`src/rtl/cdc_sync_pkg.sv`:
```
// Shared types and helpers for the gray-pointer clock-domain synchroniser.
// The helpers take a runtime width so one definition serves every pointer size.
package cdc_sync_pkg;

  localparam int unsigned SR_LOCAL_MIN   = 2;
  localparam int unsigned SYNC_STAGE_MAX = 4;
  localparam int unsigned PTR_MAX_W      = 32;

  typedef enum logic [0:0] {
    FLUSH = 1'b0,
    RUN   = 1'b1
  } cdc_sync_state_e;

  function automatic logic [PTR_MAX_W-1:0] width_mask(input int unsigned width);
    logic [PTR_MAX_W-1:0] mask;
    if (width >= PTR_MAX_W) begin
      mask = '1;
    end else begin
      mask = (PTR_MAX_W'(1) << width) - PTR_MAX_W'(1);
    end
    return mask;
  endfunction

  // Prefix-xor from the MSB down; bits above width are masked off first.
  function automatic logic [PTR_MAX_W-1:0] gray2bin(input logic [PTR_MAX_W-1:0] gray,
                                                    input int unsigned width);
    logic [PTR_MAX_W-1:0] bin;
    bin = gray & width_mask(width);
    for (int s = 1; s < int'(PTR_MAX_W); s = s * 2) begin
      bin = bin ^ (bin >> s);
    end
    return bin;
  endfunction

  // True when more than one bit differs, i.e. popcount(a ^ b) > 1.
  function automatic logic multi_bit_change(input logic [PTR_MAX_W-1:0] a,
                                            input logic [PTR_MAX_W-1:0] b,
                                            input int unsigned width);
    logic [PTR_MAX_W-1:0] diff;
    diff = (a ^ b) & width_mask(width);
    return (diff & (diff - PTR_MAX_W'(1))) != '0;
  endfunction

endpackage

```
`src/rtl/cdc_sync_chain.sv`:
```
// Generic multi-flop synchroniser chain with async reset and synchronous clear.
// Exposes the last tap and the one before it so the caller can look one edge ahead.
module cdc_sync_chain #(
  parameter int unsigned WIDTH  = 5,
  parameter int unsigned STAGES = 2
) (
  input  logic             clk,
  input  logic             h_rst,
  input  logic             clr,
  input  logic [WIDTH-1:0] d,
  output logic [WIDTH-1:0] tap_last,
  output logic [WIDTH-1:0] tap_prev
);

  // Element 0 is the first (metastability-catching) flop.
  logic [STAGES-1:0][WIDTH-1:0] s_q;

  always_ff @(posedge clk or negedge h_rst) begin
    if (!h_rst) begin
      s_q <= '0;
    end else if (clr) begin
      s_q <= '0;
    end else begin
      s_q <= {s_q[STAGES-2:0], d};
    end
  end

  assign tap_last = s_q[STAGES-1];
  assign tap_prev = s_q[STAGES-2];

endmodule

```
`src/rtl/ptr_cdc_sync.sv`:
```
// Gray pointer synchroniser: flop chain, registered binary view, advance strobe,
// flush/settle FSM and a sticky multi-bit-change error flag.
module ptr_cdc_sync
  import cdc_sync_pkg::*;
#(
  parameter int unsigned ADDRESS_WIDTH = 4,
  parameter int unsigned SYNC_STAGE    = 2,
  parameter int unsigned SOFT_RESET    = 0
) (
  input  logic                   clk,
  input  logic                   h_rst,
  input  logic                   s_rst,
  input  logic [ADDRESS_WIDTH:0] gray_in,
  input  logic                   err_clr,
  output logic [ADDRESS_WIDTH:0] sync_gray,
  output logic [ADDRESS_WIDTH:0] sync_bin,
  output logic                   sync_valid,
  output logic                   ptr_adv,
  output logic [ADDRESS_WIDTH:0] ptr_delta,
  output logic                   gray_err
);

  localparam int unsigned PtrW   = ADDRESS_WIDTH + 1;
  localparam int unsigned CntW   = $clog2(SYNC_STAGE + 1);
  localparam bit          SoftEn = (SOFT_RESET >= SR_LOCAL_MIN) && (SOFT_RESET <= 3);

  if ((SYNC_STAGE < 2) || (SYNC_STAGE > SYNC_STAGE_MAX)) begin : g_bad_stage
    $error("ptr_cdc_sync: SYNC_STAGE must be in 2..%0d", SYNC_STAGE_MAX);
  end
  if (PtrW > PTR_MAX_W) begin : g_bad_width
    $error("ptr_cdc_sync: pointer wider than %0d bits", PTR_MAX_W);
  end

  logic            soft_clr;
  logic [PtrW-1:0] nxt;
  logic [PtrW-1:0] nxt_bin;
  logic            mbc;
  logic            flush_done;
  logic            adv_en;

  cdc_sync_state_e state_q, state_d;
  logic [CntW-1:0] cnt_q, cnt_d;
  logic [PtrW-1:0] sync_bin_q, sync_bin_d;
  logic            adv_q, adv_d;
  logic [PtrW-1:0] delta_q, delta_d;
  logic            err_q, err_d;

  assign soft_clr = SoftEn && s_rst;

  cdc_sync_chain #(
    .WIDTH  (PtrW),
    .STAGES (SYNC_STAGE)
  ) u_chain (
    .clk      (clk),
    .h_rst    (h_rst),
    .clr      (soft_clr),
    .d        (gray_in),
    .tap_last (sync_gray),
    .tap_prev (nxt)
  );

  assign nxt_bin    = PtrW'(gray2bin(PTR_MAX_W'(nxt), PtrW));
  assign mbc        = multi_bit_change(PTR_MAX_W'(nxt), PTR_MAX_W'(sync_gray), PtrW);
  assign flush_done = (state_q == FLUSH) && (cnt_q == CntW'(SYNC_STAGE - 1));
  // The settling edge already compares against the flushed value, so a pointer
  // that moved during FLUSH is reported together with sync_valid rising.
  assign adv_en     = (state_q == RUN) || flush_done;

  always_comb begin
    state_d    = state_q;
    cnt_d      = cnt_q;
    sync_bin_d = nxt_bin;
    adv_d      = 1'b0;
    delta_d    = '0;
    err_d      = err_q;

    if (soft_clr) begin
      state_d    = FLUSH;
      cnt_d      = '0;
      sync_bin_d = '0;
    end else begin
      if (state_q == FLUSH) begin
        if (flush_done) begin
          state_d = RUN;
        end else begin
          cnt_d = cnt_q + CntW'(1);
        end
      end

      if (adv_en) begin
        adv_d   = (nxt_bin != sync_bin_q);
        delta_d = nxt_bin - sync_bin_q;
      end

      if ((state_q == RUN) && mbc) begin
        err_d = 1'b1;
      end else if (err_clr) begin
        err_d = 1'b0;
      end
    end
  end

  always_ff @(posedge clk or negedge h_rst) begin
    if (!h_rst) begin
      state_q    <= FLUSH;
      cnt_q      <= '0;
      sync_bin_q <= '0;
      adv_q      <= 1'b0;
      delta_q    <= '0;
      err_q      <= 1'b0;
    end else begin
      state_q    <= state_d;
      cnt_q      <= cnt_d;
      sync_bin_q <= sync_bin_d;
      adv_q      <= adv_d;
      delta_q    <= delta_d;
      err_q      <= err_d;
    end
  end

  assign sync_bin   = sync_bin_q;
  assign sync_valid = (state_q == RUN);
  assign ptr_adv    = adv_q;
  assign ptr_delta  = delta_q;
  assign gray_err   = err_q;

endmodule

```
`config.mk`:
```
export PLATFORM = sky130hd
export DESIGN_NAME = ptr_cdc_sync
export DESIGN_NICKNAME = d
export VERILOG_FILES = /design/src/rtl/cdc_sync_pkg.sv /design/src/rtl/cdc_sync_chain.sv /design/src/rtl/ptr_cdc_sync.sv
export SDC_FILE = /design/constraint.sdc
export NUM_CORES = 1
export LEC_CHECK = 0
export CAP_MARGIN = 10
export CORE_UTILIZATION = 46
export DETAILED_ROUTE_END_ITERATION = 16
export PLACE_DENSITY = 0.78
export SLEW_MARGIN = 20
export SYNTH_ARGS = -nofsm -noshare
export SYNTH_HDL_FRONTEND = slang
export SYNTH_SLANG_ARGS = --single-unit
```
`constraint.sdc`:
```
create_clock -name clk -period 3.56 [get_ports clk]
set_clock_uncertainty 0.15 [all_clocks]
set_input_delay 0.534 -clock clk [delete_from_list [all_inputs] [get_ports clk]]
set_output_delay 0.534 -clock clk [all_outputs]
set_load 0.01 [all_outputs]
```
# Yosys cells after proc, flatten, opt, wreduce, memory -nomap -nowiden
# Cells that the tools add are included.
[op_classes] n_addsub=3 n_mux=6 reduce_logical=6 n_eq_ne=2 n_bitwise=9
[ops] op="$and A5 B32 Y32" n=1
[ops] op="$reduce_bool A32 Y1" n=1
[ops] op="$xor A5 B1 Y5 const B" n=2
[ops] op="$sub A5 B1 Y6 const B" n=1
[ops] op="$mux W1" n=5
[ops] op="$mux W5" n=1
[ops] op="$ne A5 B5 Y1" n=1
[ops] op="$sub A5 B5 Y5" n=1
[ops] op="$xor A5 B1 Y5" n=1
[ops] op="$xor A5 B3 Y5" n=1
[ops] op="$xor A5 B4 Y5" n=1
[ops] op="$xor A5 B5 Y5" n=1
[ops] op="$add A2 B1 Y2 const B" n=1
[ops] op="$eq A2 B1 Y1 const B" n=1
[ops] op="$logic_and A1 B1 Y1" n=2
[ops] op="$not A1 Y1" n=2
[ops] op="$reduce_and A2 Y1" n=1
[ops] op="$reduce_bool A2 Y1" n=1
[ops] op="$logic_or A1 B1 Y1" n=1
[totals] out_inout_bits=18 register_bits=25

# Longest topological paths before layout
[depth] depth_word=7 depth_mapped=11

# By module
# From an unflattened synthesis, not the netlist that was laid out.
[hier_totals] cells_unflattened=88 area_unflattened_um2=1073.5
[by_module_without_submodules] mod="ptr_cdc_sync" cells_per_inst=68 n_inst=1 area_each_um2=760.7
[by_module_without_submodules] mod="cdc_sync_chain" cells_per_inst=20 n_inst=1 area_each_um2=312.8

# Worst setup path before layout
# No wires, ideal clock.
[synth_path] kind="register to register" from="register u_chain.s_q, in the netlist u_chain.tap_prev[4]" to="register delta_q[4] (netlist: ptr_delta[4])" path_stages_with_launch=12 required_time_ns=3.279 t_arrival_ns=2.332 path_slack_ns=0.947 setup_time_ns=0.131 path_cell_list="dfrtp_1 > xor2_2 > xor2_2 > xnor2_2 > xor2_1 > ha_1 > inv_1 > fa_1 > a21o_1 > a21oi_1 > xnor2_1 > nor2_1"
[synth_via] elab_chain_len=7
[synth_rtl] item="from (decl)" line_no="cdc_sync_chain.sv:16" text="logic [STAGES-1:0][WIDTH-1:0] s_q;"
[synth_rtl] item="from (signal assigned)" line_no="cdc_sync_chain.sv:24" text="s_q <= {s_q[STAGES-2:0], d};"
[synth_rtl] item="$xor A5 B4 Y5" line_no="cdc_sync_pkg.sv:30" text="bin = bin ^ (bin >> s);"
[synth_rtl] item="$xor A5 B3 Y5" line_no="cdc_sync_pkg.sv:30"
[synth_rtl] item="$xor A5 B1 Y5 (3 in a row)" line_no="cdc_sync_pkg.sv:30"
[synth_rtl] item="via nxt_bin[3]" line_no="ptr_cdc_sync.sv:36" text="logic [PtrW-1:0] nxt_bin;"
[synth_rtl] item="$sub A5 B5 Y5" line_no="ptr_cdc_sync.sv:92" text="delta_d = nxt_bin - sync_bin_q;"
[synth_rtl] item="$mux W5" line_no="ptr_cdc_sync.sv:90" text="if (adv_en) begin"
[synth_rtl] item="via delta_d[4]" line_no="ptr_cdc_sync.sv:45" text="logic [PtrW-1:0] delta_q, delta_d;"
[synth_rtl] item="to (signal assigned)" line_no="ptr_cdc_sync.sv:116" text="delta_q <= delta_d;"
[synth_rtl] item="to (decl)" line_no="ptr_cdc_sync.sv:45"
# The timed path passes the listed nets, and every way through them passes these cells.
# A chain may end at the register's enable or synchronous reset.

# Worst setup path in the final report
# Ends and elaborated chain as after synthesis.

==> metrics.md <==
| Metric | Value |
|---|---|
| Residual DRC | `0` |
| Total wire length | `1490 microns` |
| Slew margin rel. | `66.7%` |
| Count of cell types in the netlist | `23` |
| Avg WL per Cell | `11.5 microns` |
| Outcome | `finished, final reports clean` |
| GRT overflow | `0` |
| Max-slew violations | `0` |
| HPWL Detailed | `1130 microns` |
| Clock Sinks | `24` |
| Sw frac | `27.7%` |
| Crit path max-delay cell type | `dfrtp_1` |
| Overall Power | `0.000669 W` |
| Max Clock Freq | `359 MHz` |
| CTS Root Cell | `clkbuf_4` |
| Skew-Pair Late Insertion Delay | `0.30 ns` |
| Die X-Extent | `48.3 microns` |
| Row count | `16` |
| Fin. Hold Viols | `0` |
| Die Height | `48.3 microns` |
| DR vias/cell | `4.72` |
| Max_cap viols | `0` |
| Largest stage delay, worst path | `0.45 ns` |
| Most used cell, CP | `xor2_2` |
| Worst setup margin | `0.772 ns` |
| Post-Synthesis Cells | `76` |
| Setup bufs post-CTS | `0` |
| IO buf count | `25` |
| TritonCTS Buffers | `3` |
| Cell-internal power | `0.000484 W` |
| CP cell instances | `xor2_2 > xor2_2 > xnor2_2 > xor2_1 > ha_1 > inv_1 > fa_1 > a21o_1 > a21oi_1 > xnor2_1 > nor2_1` |
| Layout cell share with drive strength beyond 1 | `6.80%` |
| P&R area growth vs syn | `29.9%` |
| Peak VDD IR | `305 uV` |
| Startpoint Class | `flop` |
| Sw Pwr | `0.000185 W` |
| RSZ-0062 raised after global routing | `false` |
| GRT Total Usage | `14.7%` |
| Ys Warns | `0` |
| Reg2Reg Setup Slack | `0.77 ns` |
| Critical path required time | `3.60 ns` |
| CP Buf/Inv Count | `1` |
| ANT nets after route | `0` |
| Clk buf depth | `2` |
| Hold_buf cts | `0` |
| Global-route wire length before repair | `2240 microns` |
| Post-CTS sizing | `0` |
| Tmin final | `2.79 ns` |
| Reg2reg start | `u_chain.tap_prev[4]` |
| Seq/Total Area, Yosys | `61.0%` |
| # diodes | `0` |
| Family with the most delay on the worst path | `XOR/XNOR gates` |
| CTS tree | `yes` |
| Initial antenna violation count | `0` |
| Power density over cell area | `523 nW/um^2` |
| Critical path class | `flop to flop` |
| First-pass DRT Iterations | `4` |
| Ports | `27` |
| P_leak | `0.558 nW` |
| Endpoints failing setup | `0` |
| Largest net degree at the start of global routing | `25` |
| Initial Util | `49.7%` |
| Flop pwr share | `49.7%` |
| Via count | `614` |
| Comb power frac | `34.2%` |
| Die area | `2330 sq um` |
| Final GP Congestion | `0.785` |
| Vias in the first global route | `556` |
| 1st-iter DRT viols | `6` |
| Setup WS pre-CTS | `0.766 ns` |
| R2R depth | `11` |
| Worst EP arrival | `2.83 ns` |
| Post-route clock period utilization | `78.3%` |
| Hold crit path type | `input pin to asynchronous set/reset pin` |
| FF-to-FF End | `ptr_delta[4]` |
| Nets | `120` |
| Post-Syn Area | `985 sq um` |
| Clock transition at path regs | `0.12 ns` |
| Mapped Nets | `91` |
| Yosys reg bits | `24` |
| Htree depth | `1` |
| Slew @ Worst Pin | `0.500 ns` |
| Worst Path Max Fanout | `3` |
| Clk pwr share | `16.1%` |
| Total negative slack | `0 ns` |
| Avg Inst Size Synth | `13.0 sq um` |
| Core area | `1980 sq um` |
| Crit path capture type | `flop` |
## flip-flops by register name, indices dropped and copies added (netlist names)
register / cells
cnt_q: 2
ptr_adv: 1
u_chain.tap_last: 4
ptr_delta: 5
sync_bin: 5
gray_err: 1
u_chain.tap_prev: 5
sync_valid: 1
## power groups by stage
stage	clock network (W)	registers (W)	logic (W)
floorplan	0	0.000360	0.0000984
global placement	0	0.000338	0.000226
detailed placement	0	0.000339	0.000231
CTS	0.000115	0.000333	0.000232
global route	0.000129	0.000339	0.000259
finish	0.000108	0.000332	0.000229
## metrics by stage
stage,hold WS [ns],utilization (%),std cells,cell area (sq um)
2_1_floorplan,0.0884,-,76,985
3_3_place_gp,0.307,63.6,127,1260
3_5_place_dp,0.311,63.6,127,1260
4_1_cts,0.333,64.8,130,1280
5_1_grt,0.0467,64.5,130,1280
6_report,0.0308,64.5,130,1280
## routing by layer
layer	vias up	routed length [microns]	GRT usage, %
met3	2	80	4.07
met2	23	787	25.1
met1	294	612	16.5
met4	0	10	8.33
met5	-	0	0
li1	295	-	-
## cells in the final DEF (no fill, tap or decap), drive strengths merged
| cell | Yosys | layout |
|---|---|---|
| a21o | 1 | 1 |
| nor3b | 1 | 1 |
| xnor2 | 7 | 7 |
| buf | 1 | 1 |
| a21boi | 1 | 1 |
| o22ai | 1 | 1 |
| nor3 | 1 | 1 |
| nand4 | 1 | 1 |
| clkbuf | 0 | 3 |
| maj3 | 1 | 1 |
| and2 | 1 | 1 |
| o21ai | 2 | 2 |
| a21oi | 1 | 1 |
| fa | 1 | 1 |
| clkdlybuf4s50 | 0 | 24 |
| nor2 | 8 | 8 |
| ha | 5 | 5 |
| o41ai | 1 | 1 |
| dfrtp | 24 | 24 |
| xor2 | 6 | 6 |
| nor2b | 1 | 1 |
| nand2 | 2 | 2 |
| inv | 9 | 9 |
## final cells by class
type                       count  area [sq um]
fill                         153           703
multi-input combinational     42           343
tap                           27          33.8
sequential                    24           601
timing repair buffer          25           245
inverter                       9          33.8
clock buffer                   3          22.5
## worst reg2reg max path: cells and delay by family (launching register included)
family	cells	cell delay (ns)
AOI/OAI and AO/OA	2	0.37
buffers and inverters	1	0.06
xor gates and xnor gates	5	1.01
DFF	1	0.45
and+or+nand+nor	1	0.05
adders and majority gates	2	0.61
## synthesized netlist by cell type
master | number | area share (%)
inv_1 | 9 | 3.4
maj3_1 | 1 | 1.0
fa_1 | 1 | 2.0
o21ai_0 | 2 | 1.0
a21o_1 | 1 | 0.76
a21oi_1 | 1 | 0.51
xnor2_1 | 6 | 5.3
ha_1 | 5 | 6.4
xor2_1 | 4 | 3.6
and2_1 | 1 | 0.64
xor2_2 | 2 | 3.3
a21boi_0 | 1 | 0.76
nor3_1 | 1 | 0.51
nor2b_1 | 1 | 0.64
nand2_1 | 2 | 0.76
xnor2_2 | 1 | 1.7
o22ai_1 | 1 | 0.64
o41ai_1 | 1 | 0.89
dfrtp_1 | 24 | 61
buf_4 | 1 | 0.76
nand4_1 | 1 | 0.64
nor2_1 | 8 | 3.0
nor3b_1 | 1 | 0.76
## worst max path at each step
stage                              end                 from  slack, ns  cells past startpoint
final                     ptr_delta[4]  u_chain.tap_prev[4]       0.77                     11
after global placement    ptr_delta[4]  u_chain.tap_prev[4]       0.79                     11
after CTS                 ptr_delta[4]  u_chain.tap_prev[4]       0.75                     11
after detailed placement  ptr_delta[4]  u_chain.tap_prev[4]       0.77                     11
after global routing      ptr_delta[4]  u_chain.tap_prev[4]       0.58                     11
after floorplan           ptr_delta[4]  u_chain.tap_prev[4]       0.95                     11
## cell families (layout without fill, tap and decap cells)
group,count (synthesis),after routing,synth area share (%)
AO/OA/AOI/OAI,7,7,4.58
XOR/XNOR,13,13,13.8
adder cells (fa/ha/maj),7,7,9.40
buffers and inverters,10,37,4.19
flip-flops,24,24,61.0
AND/OR/NAND/NOR,15,15,6.99
Note: power is estimated with default switching activity, not from simulation.
